--- config.mk ---
export PLATFORM = sky130hd
export DESIGN_NAME = alu_operand_regfile
export DESIGN_NICKNAME = d
export VERILOG_FILES = /design/src/rtl/alu_operand_regfile.sv
export SDC_FILE = /design/constraint.sdc
export NUM_CORES = 1
export LEC_CHECK = 0
export CORE_AREA = 5 5 160 162
export CTS_BUF_LIST = sky130_fd_sc_hd__clkbuf_4
export DETAILED_ROUTE_END_ITERATION = 10
export DIE_AREA = 0 0 165 167
export GPL_TIMING_DRIVEN = 0
export PLACE_DENSITY = 0.47
export SLEW_MARGIN = 25
export SYNTH_ARGS = -nofsm -noshare
export SYNTH_HDL_FRONTEND = slang
export SYNTH_SLANG_ARGS = --single-unit
export TNS_END_PERCENT = 10
--- constraint.sdc ---
create_clock -name Clk -period 3.6 [get_ports Clk]
set_input_delay 1.08 -clock Clk [delete_from_list [all_inputs] [get_ports Clk]]
set_output_delay 1.08 -clock Clk [all_outputs]
set_load 0.05 [all_outputs]
--- src/rtl/alu_operand_regfile.sv ---
// rtl/alu_operand_regfile.sv - 8x16 register file feeding ALU operands A and B
module alu_operand_regfile #(
  parameter int WIDTH     = 16,
  parameter int NUM_REGS  = 8,
  parameter int IMM_WIDTH = 5
) (
  input  logic                        Clk,
  input  logic                        Reset,
  input  logic                        LD_REG,
  input  logic [$clog2(NUM_REGS)-1:0] DR,
  input  logic [WIDTH-1:0]            BUS,
  input  logic [$clog2(NUM_REGS)-1:0] SR1,
  input  logic [$clog2(NUM_REGS)-1:0] SR2,
  input  logic                        SR2MUX,
  input  logic [IMM_WIDTH-1:0]        IMM,
  output logic [WIDTH-1:0]            A,
  output logic [WIDTH-1:0]            B
);

  logic [WIDTH-1:0] regs [NUM_REGS];
  logic [WIDTH-1:0] imm_ext;

  always_ff @(posedge Clk) begin
    if (Reset) begin
      for (int i = 0; i < NUM_REGS; i++) begin
        regs[i] <= '0;
      end
    end else if (LD_REG) begin
      regs[DR] <= BUS;
    end
  end

  // Reads come straight from storage, so a same-cycle write is not forwarded.
  assign imm_ext = {{(WIDTH-IMM_WIDTH){IMM[IMM_WIDTH-1]}}, IMM};
  assign A       = regs[SR1];
  assign B       = SR2MUX ? imm_ext : regs[SR2];

endmodule

After elaboration in Yosys (flattened, before gate mapping)
Memory sizes are Yosys's and may differ from the RTL's. Cells that the tools add are included.

Register bits after elaboration: 0. RAM bits: 128. Bits of input ports: 34. Word-level logic and storage cells: 11. Memories: 1.

Memory list: regs (words 8, bits a word 16, rd ports 2, clocked after memory_dff 0, write ports 8, line 20) `logic [WIDTH-1:0] regs [NUM_REGS];`.

Multiplexer cells: 9. Reduce and logical (&&, ||, !) cells: 1.

Operators with widths (count): 16-bit two-way mux (2); 16-bit OR reduction (1); 1-bit two-way mux (6); 3-bit two-way mux (1).

Depth between registers and ports, before layout
Gate-level depths: netlist of run 1.

Depth in word-level cells: 5. Depth in mapped cells: 6. Gate-level depth less buffers: 3.

Least setup slack after synthesis of run 1
Ideal clock, no wire load.

Kind: input to output. Start: input SR2[0]. End: output B[3]. Arrival time: 2985 ps. Required time: 2520 ps. Slack: -465 ps. Cell stages on the path: 6. Path buffers: 3. Cells stage by stage: buf_6 > buf_6 > buf_6 > mux2_2 > o22ai_1 > o31ai_1.

Cells in the longest elaborated chain, start to end: 2.

Ends and longest elaborated chain: start, declared (line 13) `input logic [$clog2(NUM_REGS)-1:0] SR2,`; memory read 8 x 16 bit; 16-bit two-way mux (line 36) `assign B = SR2MUX ? imm_ext : regs[SR2];`; end, declared (line 17) `output logic [WIDTH-1:0] B`.

Every way passes these cells.

Worst setup path in the final report of run 1
Start: input SR1[0]. End: output A[0].

Cells in the longest elaborated chain, start to end: 1.

Ends and longest elaborated chain: start, declared (line 12) `input logic [$clog2(NUM_REGS)-1:0] SR1,`; memory read 8 x 16 bit; end, declared (line 16) `output logic [WIDTH-1:0] A,`.

Every way passes these cells.

==> flow_summary.yaml, run 1 <==
sta:
  relSlewSlack: 0.579
  finalSetupViolCount: 5
  max_freq_ghz: 0.275
  finalSetupTns_ps: -66.0
  holdWs_ps: 1410
  drv_slew: 0
  rsz0062_at_grt: "true"
  min_period_ps: 3640
  finalHoldViolCount: 0
  worstMarginPinSlew_ps: 630
  period_share: 1.01
  layout_setup_ws_ps: -40.2
setup_path:
  startpoint: "SR1[0]"
  crit_chain: "buf_6 > buf_8 > mux4_2 > mux2_2 > clkdlybuf4s15_2"
  critical_path.endpoint: "A[0]"
  worstPathArrival_ps: 2560
  worstPathRequired_ps: 2520
  crit_cells: 5
  cp_slowest_cell: "mux4_2"
  cpPeakStageDelay_ps: 550
  path_class: "in -> out"
  critical-path-top-delay-family: "multiplexers"
  start_kind: "input port"
  worstSetupEndpointType: "output pin"
  worstPathMaxFanout: 10
  crit_buf_inv: 3
logic_synthesis:
  synth_top_area_cell: "edfxtp_1"
  async_reset_ff_frac: 0
  synth_top_area_frac: 0.543
  synth_edf_count: 128
  yosys-top-cells-area: "edfxtp_1 (54%), and2_1 (11%), mux4_1 (8.9%)"
  ys.flop_type: "edfxtp_1"
  synth_area_sq_um: 7080
  yosysWarnings: 0
  synth_seq_cells: 128
  syn_area_per_cell_sq_um: 15.2
  ys_types: 23
  syn_inst: 466
  synth-seq-area-share: 0.543
  synth_nets: 500
route:
  wl_per_cell_microns: 22.9
  drtAntennaViolNets: 0
  viasPerCell: 4.75
  drc: 0
  routed_wl_microns: 20300
  drt_first_pass_iters: 4
  initialDrtViolationCount: 240
  vias: 4201
clocking:
  cts_tree: "built"
  clkSinkCount: 128
  cts_buffers: 17
  cts.path.max_buffers: 2
  cts_htree_levels: 4
  cts_root_buffer: "clkbuf_4"
  clk_pin_slew_ps: 120
  cts_hold_buf: 0
global_route:
  grt_max_degree: 17
  grt_pass1_vias: 4511
  track_usage: 0.150
  grt_pass1_wl_microns: 29500
  grt_antenna_before_repair: 2
  grt-ovfl-total: 0
place:
  dpl.hpwl_microns: 14700
  io_buffers: 62
  routabilityCongestion: 0.813
status:
  violations: "setup timing"
  status: "finished, violations left"
cells_and_area:
  syn_to_final_growth_pct: 21.0
  fillCellCount: 2344
  top_register: "regs"
  largest_reg_flops: 128
  layout.nets: 579
  reg_top3: "regs x128"
  drive_above_1_share: 0.394
power_and_ir_drop:
  power.leakage_nw: 2.98
  vdd_drop_max_v: 0.000165
  power_density_nw_per_um2: 416
floorplan:
  core.rowCount: 57
  boundaryPins: 66
  initial_core_util: 0.296
  die_h_microns: 167
  core_sq_um: 24000
  dieWidth_microns: 165
  die-area_sq_um: 27600
worst_hold_path:
  min_path_type: "in -> reg"
  min_from: "BUS[15]"
run:
  drv.max_cap_violation_count: 0
## metrics by stage
stage | cell area, sq um | worst slack, ps | util | total power [mW] | std cells
global route | 8570 | -85.9 | 0.357 | 3.70 | 883
CTS | 8530 | -102 | 0.356 | 3.59 | 882
finish | 8570 | -40.2 | 0.358 | 3.57 | 884
floorplan | 7170 | -41.1 | - | 2.26 | 466
detailed placement | 8200 | -1620 | 0.342 | 2.53 | 852
global placement | 8200 | -1640 | 0.342 | 2.52 | 852
## power breakdown
| group | internal [mW] | switching [mW] | total, mW |
|---|---|---|---|
| sequential | 1.73 | 0.0409 | 1.77 |
| clock | 0.545 | 0.526 | 1.07 |
| combinational | 0.289 | 0.434 | 0.723 |
| total | 2.57 | 1.00 | 3.57 |
## layer usage
metal	up-vias	share of wire	global-route usage
met2	64	0.52	0.254
li1	1965	-	-
met5	-	0	0
met4	0	0.010	0.0333
met3	16	0.030	0.0282
met1	2156	0.44	0.200
## cell usage after synthesis (all sizes together) (2+ instances only)
library cell,instances
and2,128
nor2b,12
o22ai,20
nor2,6
nor3,2
o31ai,16
mux4,44
buf,17
or2,9
clkbuf,15
nand2b,4
mux2,56
nand2,7
edfxtp,128
## cell usage in the layout (no fill, tap or decap), drive strengths merged
master         instances
o22ai                 20
nor3                   2
mux4                  44
nand2b                 4
nand3b                 1
nand2                  7
bufinv                 4
clkinvlp               2
mux2                  56
o31ai                 16
nor2                   6
diode                  2
clkdlybuf4s50         27
clkdlybuf4s15          3
nor2b                 12
edfxtp               128
and2                 128
or3b                   1
clkbuf                30
buf                   50
clkinv                 8
or2                    9
## worst min-delay path by stage
stage | cells past startpoint | slack [ps] | end
4_1_cts | 2 | 1380 | regs[0][15]
3_3_place_gp | 2 | 1950 | regs[5][12]
2_1_floorplan | 1 | 1280 | regs[0][0]
6_report | 2 | 1410 | regs[1][15]
5_1_grt | 2 | 1380 | regs[0][10]
3_5_place_dp | 2 | 1960 | regs[7][15]
## cell type report
cell class,count,area [sq um],share of cell area
well taps,324,405,0.0473
flip-flops and latches,128,3840,0.449
clock buffers,18,135,0.0158
diodes,2,5.00,0.000584
plain buffers,30,279,0.0326
clock inverters,14,171,0.0200
repair buffers,62,513,0.0599
multi-input cells,306,3220,0.375
## kinds of logic after synthesis
kind of cell           share of synthesized area
multiplexers                               0.242
buffers and inverters                     0.0295
AND/OR/NAND/NOR                            0.152
flip-flops                                 0.543
AO/OA/AOI/OAI                             0.0346
## repair_timing
| action | 4_1_cts | 5_1_grt |
|---|---|---|
| endpoints found under the setup margin | 32 | 30 |
| buffers inserted | 0 | 0 |
| gates resized for setup | 219 | 24 |
| pin swaps | 1 | 0 |
No activity file was read; power rests on OpenSTA's default activity.
==> inputs of run 2 (changes only) <==
--- a/config.mk
+++ b/config.mk
@@ -5,8 +5,9 @@
 export SDC_FILE = /design/constraint.sdc
 export NUM_CORES = 1
 export LEC_CHECK = 0
+export ABC_AREA = 0
 export CORE_AREA = 5 5 160 162
-export CTS_BUF_LIST = sky130_fd_sc_hd__clkbuf_4
+export CTS_BUF_LIST = sky130_fd_sc_hd__clkbuf_2
 export DETAILED_ROUTE_END_ITERATION = 10
 export DIE_AREA = 0 0 165 167
 export GPL_TIMING_DRIVEN = 0
==> flow_summary.yaml, run 2 (synthesized netlist as in run 1, its figures left out) <==
status:
  status: "finished, violations left"
  violations: "setup timing"
cells_and_area:
  fillCellCount: 2357
  layout.cells.non_filler: 883
  drive_above_1_share: 0.394
  post-route-util: 0.356
  syn_to_final_growth_pct: 20.3
  final_area_sq_um: 8520
  largest_reg_flops: 128
  top_register: "regs"
  layout.nets: 579
  mostFrequentLayoutCells: "and2_1 (128), edfxtp_1 (128), mux2_2 (56)"
  reg_top3: "regs x128"
place:
  post-place-ws_ps: -1620
  routabilityCongestion: 0.813
  placed_cell_area_sq_um: 8200
  dp.cells: 852
  io_buffers: 62
  dpl.hpwl_microns: 14700
global_route:
  grt_max_degree: 17
  track_usage: 0.150
  grt_pass1_vias: 4528
  grt-ovfl-total: 0
  grt_antenna_before_repair: 2
  grt_pass1_wl_microns: 29500
run:
  drv.max_cap_violation_count: 0
power_and_ir_drop:
  power_density_nw_per_um2: 407
  vdd_drop_max_v: 0.000154
  power.total_mw: 3.47
  power.leakage_nw: 2.97
sta:
  finalSetupTns_ps: -55.9
  period_share: 1.01
  worstMarginPinSlew_ps: 615
  rsz0062_at_grt: "true"
  min_period_ps: 3640
  finalHoldViolCount: 0
  holdWs_ps: 1240
  drv_slew: 0
  layout_setup_ws_ps: -37.0
  relSlewSlack: 0.588
  finalSetupViolCount: 4
  max_freq_ghz: 0.275
route:
  initialDrtViolationCount: 221
  viasPerCell: 4.74
  vias: 4182
  drtAntennaViolNets: 0
  drt_first_pass_iters: 4
  drc: 0
  wl_per_cell_microns: 22.9
  routed_wl_microns: 20200
setup_path:
  crit_chain: "buf_6 > buf_8 > mux4_2 > mux2_2 > clkdlybuf4s15_2"
  cp_slowest_cell: "mux4_2"
  path_class: "in -> out"
  critical_path.endpoint: "A[0]"
  worstPathArrival_ps: 2560
  start_kind: "input port"
  cpPeakStageDelay_ps: 550
  worstPathRequired_ps: 2520
  startpoint: "SR1[0]"
  worstSetupEndpointType: "output pin"
  worstPathMaxFanout: 10
clocking:
  cts_buffers: 17
  post_cts_buffers: 0
  cts_root_buffer: "clkbuf_2"
  cts.path.max_buffers: 2
  clkSinkCount: 128
  cts_hold_buf: 0
  clk_pin_slew_ps: 190
  cts_tree: "built"
  cts_htree_levels: 4
floorplan:
  dieWidth_microns: 165
  core_sq_um: 24000
  die-area_sq_um: 27600
  core.rowCount: 57
  boundaryPins: 66
  initial_core_util: 0.296
  die_h_microns: 167
worst_hold_path:
  min_path_type: "in -> reg"
==> run 2: cell type report <==
type | instances | area (sq um) | share of cell area
well taps | 324 | 405 | 0.0476
multi-input cells | 306 | 3220 | 0.377
repair buffers | 62 | 513 | 0.0602
clock buffers | 18 | 90.1 | 0.0106
clock inverters | 14 | 171 | 0.0201
diodes | 1 | 2.50 | 0.000294
flip-flops and latches | 128 | 3840 | 0.451
plain buffers | 30 | 279 | 0.0327
==> run 2: what timing repair did <==
action | in CTS | in global routing
pin swaps | 1 | 0
resized for setup | 219 | 24
endpoints found under the setup margin | 32 | 30
==> run 2: report_power, final <==
part	switching (mW)	internal (mW)
logic	0.433	0.289
registers	0.0408	1.73
clock network	0.528	0.446
total	1.00	2.47
==> run 2: worst max-delay path: cells and delay by family <==
| family | cells | cell delay (ps) |
|---|---|---|
| buf+inv | 3 | 630 |
| mux | 2 | 840 |
==> run 2: worst min-delay path by stage <==
stage               startpoint     endpoint  slack, ps  cells after the start
finish                 BUS[12]  regs[2][12]       1240                      2
global route           BUS[10]  regs[0][10]       1180                      2
CTS                    BUS[10]  regs[0][10]       1190                      2
detailed placement     BUS[15]  regs[7][15]       1960                      2
global placement       BUS[12]  regs[5][12]       1950                      2
floorplan               BUS[0]   regs[0][0]       1280                      1
==> run 2: per-layer routing <==
metal | wire length [microns] | global-route usage | vias up
met1 | 8760 | 0.200 | 2130
met4 | 225 | 0.0333 | 0
met2 | 10500 | 0.255 | 66
met3 | 801 | 0.0282 | 19
li1 | - | - | 1967
met5 | 0 | 0 | -
==> inputs of run 3 (changes only) <==
--- a/config.mk
+++ b/config.mk
@@ -6,12 +6,12 @@
 export NUM_CORES = 1
 export LEC_CHECK = 0
 export ABC_AREA = 0
-export CORE_AREA = 5 5 160 162
+export CORE_AREA = 5 5 122 124
 export CTS_BUF_LIST = sky130_fd_sc_hd__clkbuf_2
 export DETAILED_ROUTE_END_ITERATION = 10
-export DIE_AREA = 0 0 165 167
+export DIE_AREA = 0 0 127 129
 export GPL_TIMING_DRIVEN = 0
-export PLACE_DENSITY = 0.47
+export PLACE_DENSITY = 0.74
 export SLEW_MARGIN = 25
 export SYNTH_ARGS = -nofsm -noshare
 export SYNTH_HDL_FRONTEND = slang
==> flow_summary.yaml, run 3 (synthesized netlist as in run 1, its figures left out) <==
clocking:
  cts_htree_levels: 4
  clk_pin_slew_ps: 190
  clkSinkCount: 128
  cts_root_buffer: "clkbuf_2"
  cts_buffers: 17
  cts_tree: "built"
  cts.path.max_buffers: 2
sta:
  drv_slew: 0
  max_freq_ghz: 0.274
  relSlewSlack: 0.585
  period_share: 1.01
  min_period_ps: 3650
  layout_setup_ws_ps: -49.3
  finalSetupTns_ps: -180
  finalSetupViolCount: 6
  worstMarginPinSlew_ps: 620
  rsz0062_at_grt: "true"
  finalHoldViolCount: 0
power_and_ir_drop:
  clkPwrFrac: 0.283
  power_density_nw_per_um2: 415
  combPwrFrac: 0.202
  vdd_drop_max_v: 0.000196
  switchingPower_mw: 0.979
  sequentialPowerShare: 0.516
  power.total_mw: 3.44
  power.leakage_nw: 2.96
  p_int_mw: 2.46
  swShare: 0.284
floorplan:
  core_sq_um: 13700
  boundaryPins: 66
  die_h_microns: 129
  die-area_sq_um: 16400
  core.rowCount: 43
  initial_core_util: 0.518
  dieWidth_microns: 127
cells_and_area:
  mostFrequentLayoutCells: "and2_1 (128), edfxtp_1 (128), mux2_2 (56)"
  drive_above_1_share: 0.385
  layout.cells.non_filler: 740
  post-route-util: 0.606
  syn_to_final_growth_pct: 17.0
  final_area_sq_um: 8290
  reg_top3: "regs x128"
  top_register: "regs"
  largest_reg_flops: 128
  layout.nets: 580
route:
  viasPerCell: 5.89
  wl_per_cell_microns: 24.0
  drt_first_pass_iters: 5
  initialDrtViolationCount: 488
  vias: 4361
  drc: 0
  routed_wl_microns: 17800
  drtAntennaViolNets: 0
worst_hold_path:
  hold_end: "regs[3][11]"
  hold-path-cell-count: 2
  min_from: "BUS[11]"
  min_path_type: "in -> reg"
status:
  status: "finished, violations left"
  violations: "setup timing"
global_route:
  grt_antenna_before_repair: 1
  grt-ovfl-total: 0
  track_usage: 0.222
  grt_max_degree: 17
  grt_pass1_wl_microns: 26500
  grt_pass1_vias: 4415
setup_path:
  path_class: "in -> out"
  cpPeakStageDelay_ps: 560
  worstPathRequired_ps: 2520
  crit_chain: "buf_6 > buf_6 > mux4_2 > mux2_2 > clkdlybuf4s15_2"
  crit_top_cell: "buf_6"
  worstPathMaxFanout: 10
  worstPathArrival_ps: 2570
  cp_slowest_cell: "mux4_2"
  start_kind: "input port"
  worstSetupEndpointType: "output pin"
place:
  dpl.hpwl_microns: 12400
  dp.cells: 708
  routabilityCongestion: 0.823
  placed_cell_area_sq_um: 8020
  io_buffers: 62
run:
  drv.max_cap_violation_count: 0
[run 3: worst max path at each step]
stage / start / end / slack (ps)
6_report: SR1[0] / A[7] / -50
5_1_grt: SR1[0] / A[15] / -80
4_1_cts: SR1[0] / A[12] / -120
3_5_place_dp: SR2[1] / B[5] / -1470
3_3_place_gp: SR2[1] / B[5] / -1440
2_1_floorplan: SR2[0] / B[1] / -40
[run 3: worst max-delay path, delay by kind of cell]
| kind | cells | cell delay, ps |
|---|---|---|
| multiplexers | 2 | 840 |
| buffers and inverters | 3 | 640 |
[run 3: power by group through the flow]
stage               logic (mW)  clock network [mW]  registers, mW
finish                   0.695               0.973           1.77
global route             0.725                1.03           1.79
CTS                      0.692               0.972           1.77
detailed placement       0.701                   0           1.81
global placement         0.696                   0           1.80
floorplan                0.468                   0           1.79
[run 3: stage by stage]
step           setup slack [ps]  hold WS (ps)
4_1_cts                    -124          1230
3_5_place_dp              -1470          1960
5_1_grt                   -83.9          1210
6_report                  -49.3          1250
3_3_place_gp              -1440          1930
2_1_floorplan             -41.1          1280
[run 3: layout make-up]
cell class                      instances  area [sq um]
Sequential cell                       128          3840
Tap cell                              180           225
Timing Repair Buffer                   63           515
Buffer                                 30           256
Fill cell                            1077          5380
Antenna cell                            1          2.50
Clock buffer                           19          95.1
Clock inverter                         13           169
Multi-Input combinational cell        306          3180
[run 3: repair_timing]
item	in CTS	in global routing
pin swaps	2	0
resized for setup	192	27
buffers inserted	1	0
endpoints found under the setup margin	32	23
hold buffers	0	0
[run 3: per-layer routing]
metal	vias to the layer above	track usage	routed length, microns
li1	1959	-	-
met1	2245	0.310	7580
met2	139	0.368	9000
met3	18	0.0349	986
met4	0	0.0587	186
met5	-	0	0
